File: config.mk
export PLATFORM = sky130hd
export DESIGN_NAME = fetch_stage
export DESIGN_NICKNAME = d
export VERILOG_FILES = /design/src/rtl/fetch_stage.sv
export SDC_FILE = /design/constraint.sdc
export NUM_CORES = 1
export LEC_CHECK = 0
export CAP_MARGIN = 20
export CORE_ASPECT_RATIO = 2
export CORE_MARGIN = 3
export CORE_UTILIZATION = 40
export DETAILED_ROUTE_END_ITERATION = 12
export PLACE_DENSITY_LB_ADDON = 0.15
export SLEW_MARGIN = 25
export SYNTH_ARGS = -nofsm -noshare
export SYNTH_HDL_FRONTEND = slang
export SYNTH_SLANG_ARGS = --single-unit
File: constraint.sdc
create_clock -name clk_i -period 3.9 [get_ports clk_i]
set_input_delay 0.585 -clock clk_i [delete_from_list [all_inputs] [get_ports clk_i]]
set_output_delay 0.585 -clock clk_i [all_outputs]
set_load 0.01 [all_outputs]
File: src/rtl/fetch_stage.sv
// fetch_stage: PC register, next-PC selection and single-outstanding imem fetch with one-instruction buffer
module fetch_stage #(
  parameter logic [31:0] RESET_PC = 32'h0000_0000
) (
  input  logic        clk_i,
  input  logic        reset_i,
  input  logic        stall_f_i,
  input  logic        redirect_i,
  input  logic [31:0] redirect_pc_i,
  input  logic [31:0] pred_pc_target_i,
  input  logic        pc_src_pred_i,
  output logic        imem_req_o,
  output logic [31:0] imem_addr_o,
  input  logic        imem_gnt_i,
  input  logic        imem_rvalid_i,
  input  logic [31:0] imem_rdata_i,
  output logic [31:0] instr_f_o,
  output logic [31:0] pc_f_o,
  output logic [31:0] pc_plus4_f_o,
  output logic [31:0] pred_pc_target_f_o,
  output logic        pc_src_pred_f_o,
  output logic        valid_f_o
);
  typedef enum logic [1:0] {S_REQ, S_WAIT, S_HOLD} state_t;
  state_t state_q, state_d;
  logic [31:0] pc_q, pc_d, instr_q, instr_d;
  logic drop_q, drop_d, kill;
  assign kill = drop_q | redirect_i;
  always_ff @(posedge clk_i) begin
    if (reset_i) begin
      state_q <= S_REQ;
      pc_q    <= RESET_PC;
      instr_q <= 32'h0000_0013;
      drop_q  <= 1'b0;
    end else begin
      state_q <= state_d;
      pc_q    <= pc_d;
      instr_q <= instr_d;
      drop_q  <= drop_d;
    end
  end
  always_comb begin
    state_d = state_q;
    pc_d    = pc_q;
    instr_d = instr_q;
    drop_d  = drop_q;
    case (state_q)
      S_REQ: begin
        state_d = imem_gnt_i ? S_WAIT : S_REQ;
        drop_d  = imem_gnt_i ? redirect_i : drop_q;
      end
      S_WAIT: begin
        state_d = imem_rvalid_i ? (kill ? S_REQ : S_HOLD) : S_WAIT;
        instr_d = (imem_rvalid_i && !kill) ? imem_rdata_i : instr_q;
        drop_d  = imem_rvalid_i ? 1'b0 : kill;
      end
      S_HOLD: begin
        state_d = (redirect_i || !stall_f_i) ? S_REQ : S_HOLD;
        pc_d    = stall_f_i ? pc_q : (pc_src_pred_i ? (pred_pc_target_i & ~32'd3) : pc_q + 32'd4);
      end
      default: state_d = S_REQ;
    endcase
    if (redirect_i) pc_d = redirect_pc_i & ~32'd3;
  end
  assign imem_req_o         = (state_q == S_REQ);
  assign imem_addr_o        = pc_q;
  assign valid_f_o          = (state_q == S_HOLD);
  assign instr_f_o          = instr_q;
  assign pc_f_o             = pc_q;
  assign pc_plus4_f_o       = pc_q + 32'd4;
  assign pred_pc_target_f_o = pred_pc_target_i;
  assign pc_src_pred_f_o    = pc_src_pred_i;
endmodule

==> impl_metrics.yaml <==
status:
  status: "complete, no violations"
synthesis:
  ys.flop_type: "dfxtp_1"
  syn-instance-count: 550
  yosysWarnings: 0
  synth_edf_count: 0
  ys_async_sr_fraction_pct: 0
  ys_seq_elements: 67
  synth_nets: 655
  synth.distinct_cells: 59
  yosysSeqAreaShare_pct: 31.61
  avgSynthCellArea_sq_um: 7.714
  syn_area_sq_um: 4243
die:
  start_util_pct: 41.54
  die-area_sq_um: 11950
  fp-row-count: 52
  design.portCount: 266
  core-area_sq_um: 10210
  die_w_um: 78.83
  die_h_um: 151.7
grt:
  grt_start_max_net_pins: 43
  grt_pass1_vias: 4670
  overflow: 0
  grt_pass1_wl_um: 23840
  grt_use_total_pct: 25.45
  antenna_found_initial: 0
timing:
  slew_violations: 0
  worst_pin_slew_ns: 0.8181
  setup_tns_ns: 0
  timing.hold.ws_ns: 0.4521
  worst_slack_ns: 0.3275
  grt_setup_unrepaired: "no"
  finalCriticalPeriod_ns: 3.573
  setup_viol_count_final: 0
  max_slew_margin_pct: 45.29
  period_share_pct: 91.60
  finClkSkew_ns: 0.01013
  fmax_mhz: 279.9
  hold_violations: 0
critical_path:
  critical_path.reg2reg.endpoint: "imem_addr_o[31]$_SDFFE_PP0P_"
  crit_arrival_ns: 2.99
  startpoint_type: "flip-flop"
  worstPathCellList: "and4_1, nand4_2, nor4_1, xor2_1, clkdlybuf4s50_1"
  crit_type: "flip-flop to primary output"
  crit_slowest_cell: "clkdlybuf4s50_1"
  crit_path_max_fanout: 8
  cp-end-kind: "primary output"
  r2r_start: "imem_addr_o[8]$_SDFFE_PP0P_"
  rrSetupSlack_ns: 1.45
  slowest_delay_ns: 0.58
  crit_end: "pc_plus4_f_o[31]"
  crit_start: "imem_addr_o[8]$_SDFFE_PP0P_"
  rr_worst_depth: 5
  worstPathRequired_ns: 3.31
power_and_ir_drop:
  vdd_drop_max_v: 0.0002812
  switchingPower_uw: 550.9
  seq_power_share_pct: 36.1
  pwr-share-clk_pct: 42.6
  p_per_area_nw_per_um2: 311.8
  p_comb_share_pct: 21.2
  p_int_mw: 1.544
  p_total_mw: 2.095
  p_leak_nw: 2.417
  swShare_pct: 26.30
cts:
  cts_sinks: 67
  post_cts.repair.setup_buffers: 0
  root_buffer: "clkbuf_16"
  cts_buffer_depth: 2
  clk_pin_slew_ns: 0.06
  htreeDepth: 3
  cts_resized: 0
  cts_made_buffers: 9
  hold_buffers: 0
  cts_tree: "done"
  clk_latency_ns: 0.33
drt:
  wire_per_inst_um: 18.13
  via_per_inst: 5.294
  drtAntennaViolNets: 0
  dr.pass1.iters: 4
  drc: 0
  vias: 4574
  routed_wl_um: 15660
  drt-initial-drc-count: 261
job:
  cap_violations: 0
layout:
  area_growth_pct: 58.36
  final_core_util_pct: 65.78
  final_cell_mix: "257 x clkdlybuf4s50_1, 80 x nand2_1, 67 x dfxtp_1"
  seq_area_sq_um: 1341
  insertedDiodeCount: 0
  fillCellCount: 907
  final_cell_area_sq_um: 6719
  final_cells: 864
  drive_above_1_share_pct: 6.859
  multiInputGateArea_sq_um: 2178
  layout_commonest_cell: "clkdlybuf4s50_1"
  final_net_count: 829
placed_design:
  gp_congestion: 0.9556
  dp_hpwl_um: 11980
  placed_area_sq_um: 6395
  io_buffers: 259
  dp_slack_ns: 0.7376
  placedCellCount: 848
min_path:
  hold_path.class: "flip-flop to flip-flop"
worst min-delay path by stage:
| stage | startpoint | endpoint | slack (ns) | cells past startpoint |
|---|---|---|---|---|
| 6_report | instr_f_o[9]$_SDFFE_PP0P_ | instr_f_o[9]$_SDFFE_PP0P_ | 0.45 | 2 |
| 5_1_grt | instr_f_o[9]$_SDFFE_PP0P_ | instr_f_o[9]$_SDFFE_PP0P_ | 0.48 | 2 |
| 4_1_cts | instr_f_o[9]$_SDFFE_PP0P_ | instr_f_o[9]$_SDFFE_PP0P_ | 0.45 | 2 |
| 3_5_place_dp | instr_f_o[10]$_SDFFE_PP0P_ | instr_f_o[10]$_SDFFE_PP0P_ | 0.45 | 2 |
| 3_3_place_gp | instr_f_o[10]$_SDFFE_PP0P_ | instr_f_o[10]$_SDFFE_PP0P_ | 0.44 | 2 |
| 2_1_floorplan | instr_f_o[10]$_SDFFE_PP0P_ | instr_f_o[10]$_SDFFE_PP0P_ | 0.48 | 2 |
worst max-delay path, delay by kind of cell (launching register included):
kind | cells | cell delay [ns]
simple gates | 3 | 1.33
buf+inv | 1 | 0.58
flops | 1 | 0.50
xor+xnor | 1 | 0.24
area by class of cell:
class | count | area share [%]
Clock buffer | 9 | 3.352
Clock inverter | 7 | 1.471
Inverter | 9 | 0.5028
Multi-Input combinational cell | 366 | 32.42
Sequential cell | 67 | 19.96
Tap cell | 135 | 2.514
Timing Repair Buffer | 271 | 39.78
registers in the layout, indices dropped and copies added (netlist names):
name,cells
instr_f_o,32
state_q,2
imem_addr_o,32
drop_q,1
cells by family after synthesis:
logic type / Yosys count / synth area share, %
compound gates: 124 / 18.52
xor+xnor: 19 / 3.922
fa+ha+maj: 2 / 0.5897
buf+inv: 117 / 17.19
flops: 67 / 31.61
mux: 5 / 1.209
simple gates: 216 / 26.95
power groups by stage:
stage / Combinational (mW) / Clock, mW / Sequential, mW
6_report: 0.445 / 0.893 / 0.757
5_1_grt: 0.475 / 0.933 / 0.762
4_1_cts: 0.448 / 0.911 / 0.756
3_5_place_dp: 0.446 / 0 / 0.772
3_3_place_gp: 0.441 / 0 / 0.769
2_1_floorplan: 0.197 / 0 / 0.768
routing by layer:
layer  vias up  routed length (um)  track usage (%)  share of wire [%]
li1       2240                   -                -                  -
met1      2124                5090            24.13                 33
met3        20                1225            7.160                7.8
met5         -                   0                0                  0
met4         0                 399            10.67                2.5
met2       190                8945            49.83                 57
cells in the mapped netlist, drive strengths merged, types with 4 or more instances:
master	n	area share, %
a21oi	42	5.0
a22oi	18	3.2
and2	4	0.59
and3	7	1.0
and4	8	1.7
buf	81	14
clkbuf	27	2.4
dfxtp	67	32
inv	8	0.71
mux2i	4	0.94
nand2	80	7.1
nand3	21	2.5
nand3b	5	0.88
nand4	13	2.4
nor2	22	1.9
nor3	19	2.5
nor3b	6	1.2
nor4	8	1.2
o21ai	22	2.6
o22ai	12	1.8
or2	9	1.3
or3	4	0.59
xnor2	12	2.5
xor2	7	1.4
Power figures use the tool's default switching activity.
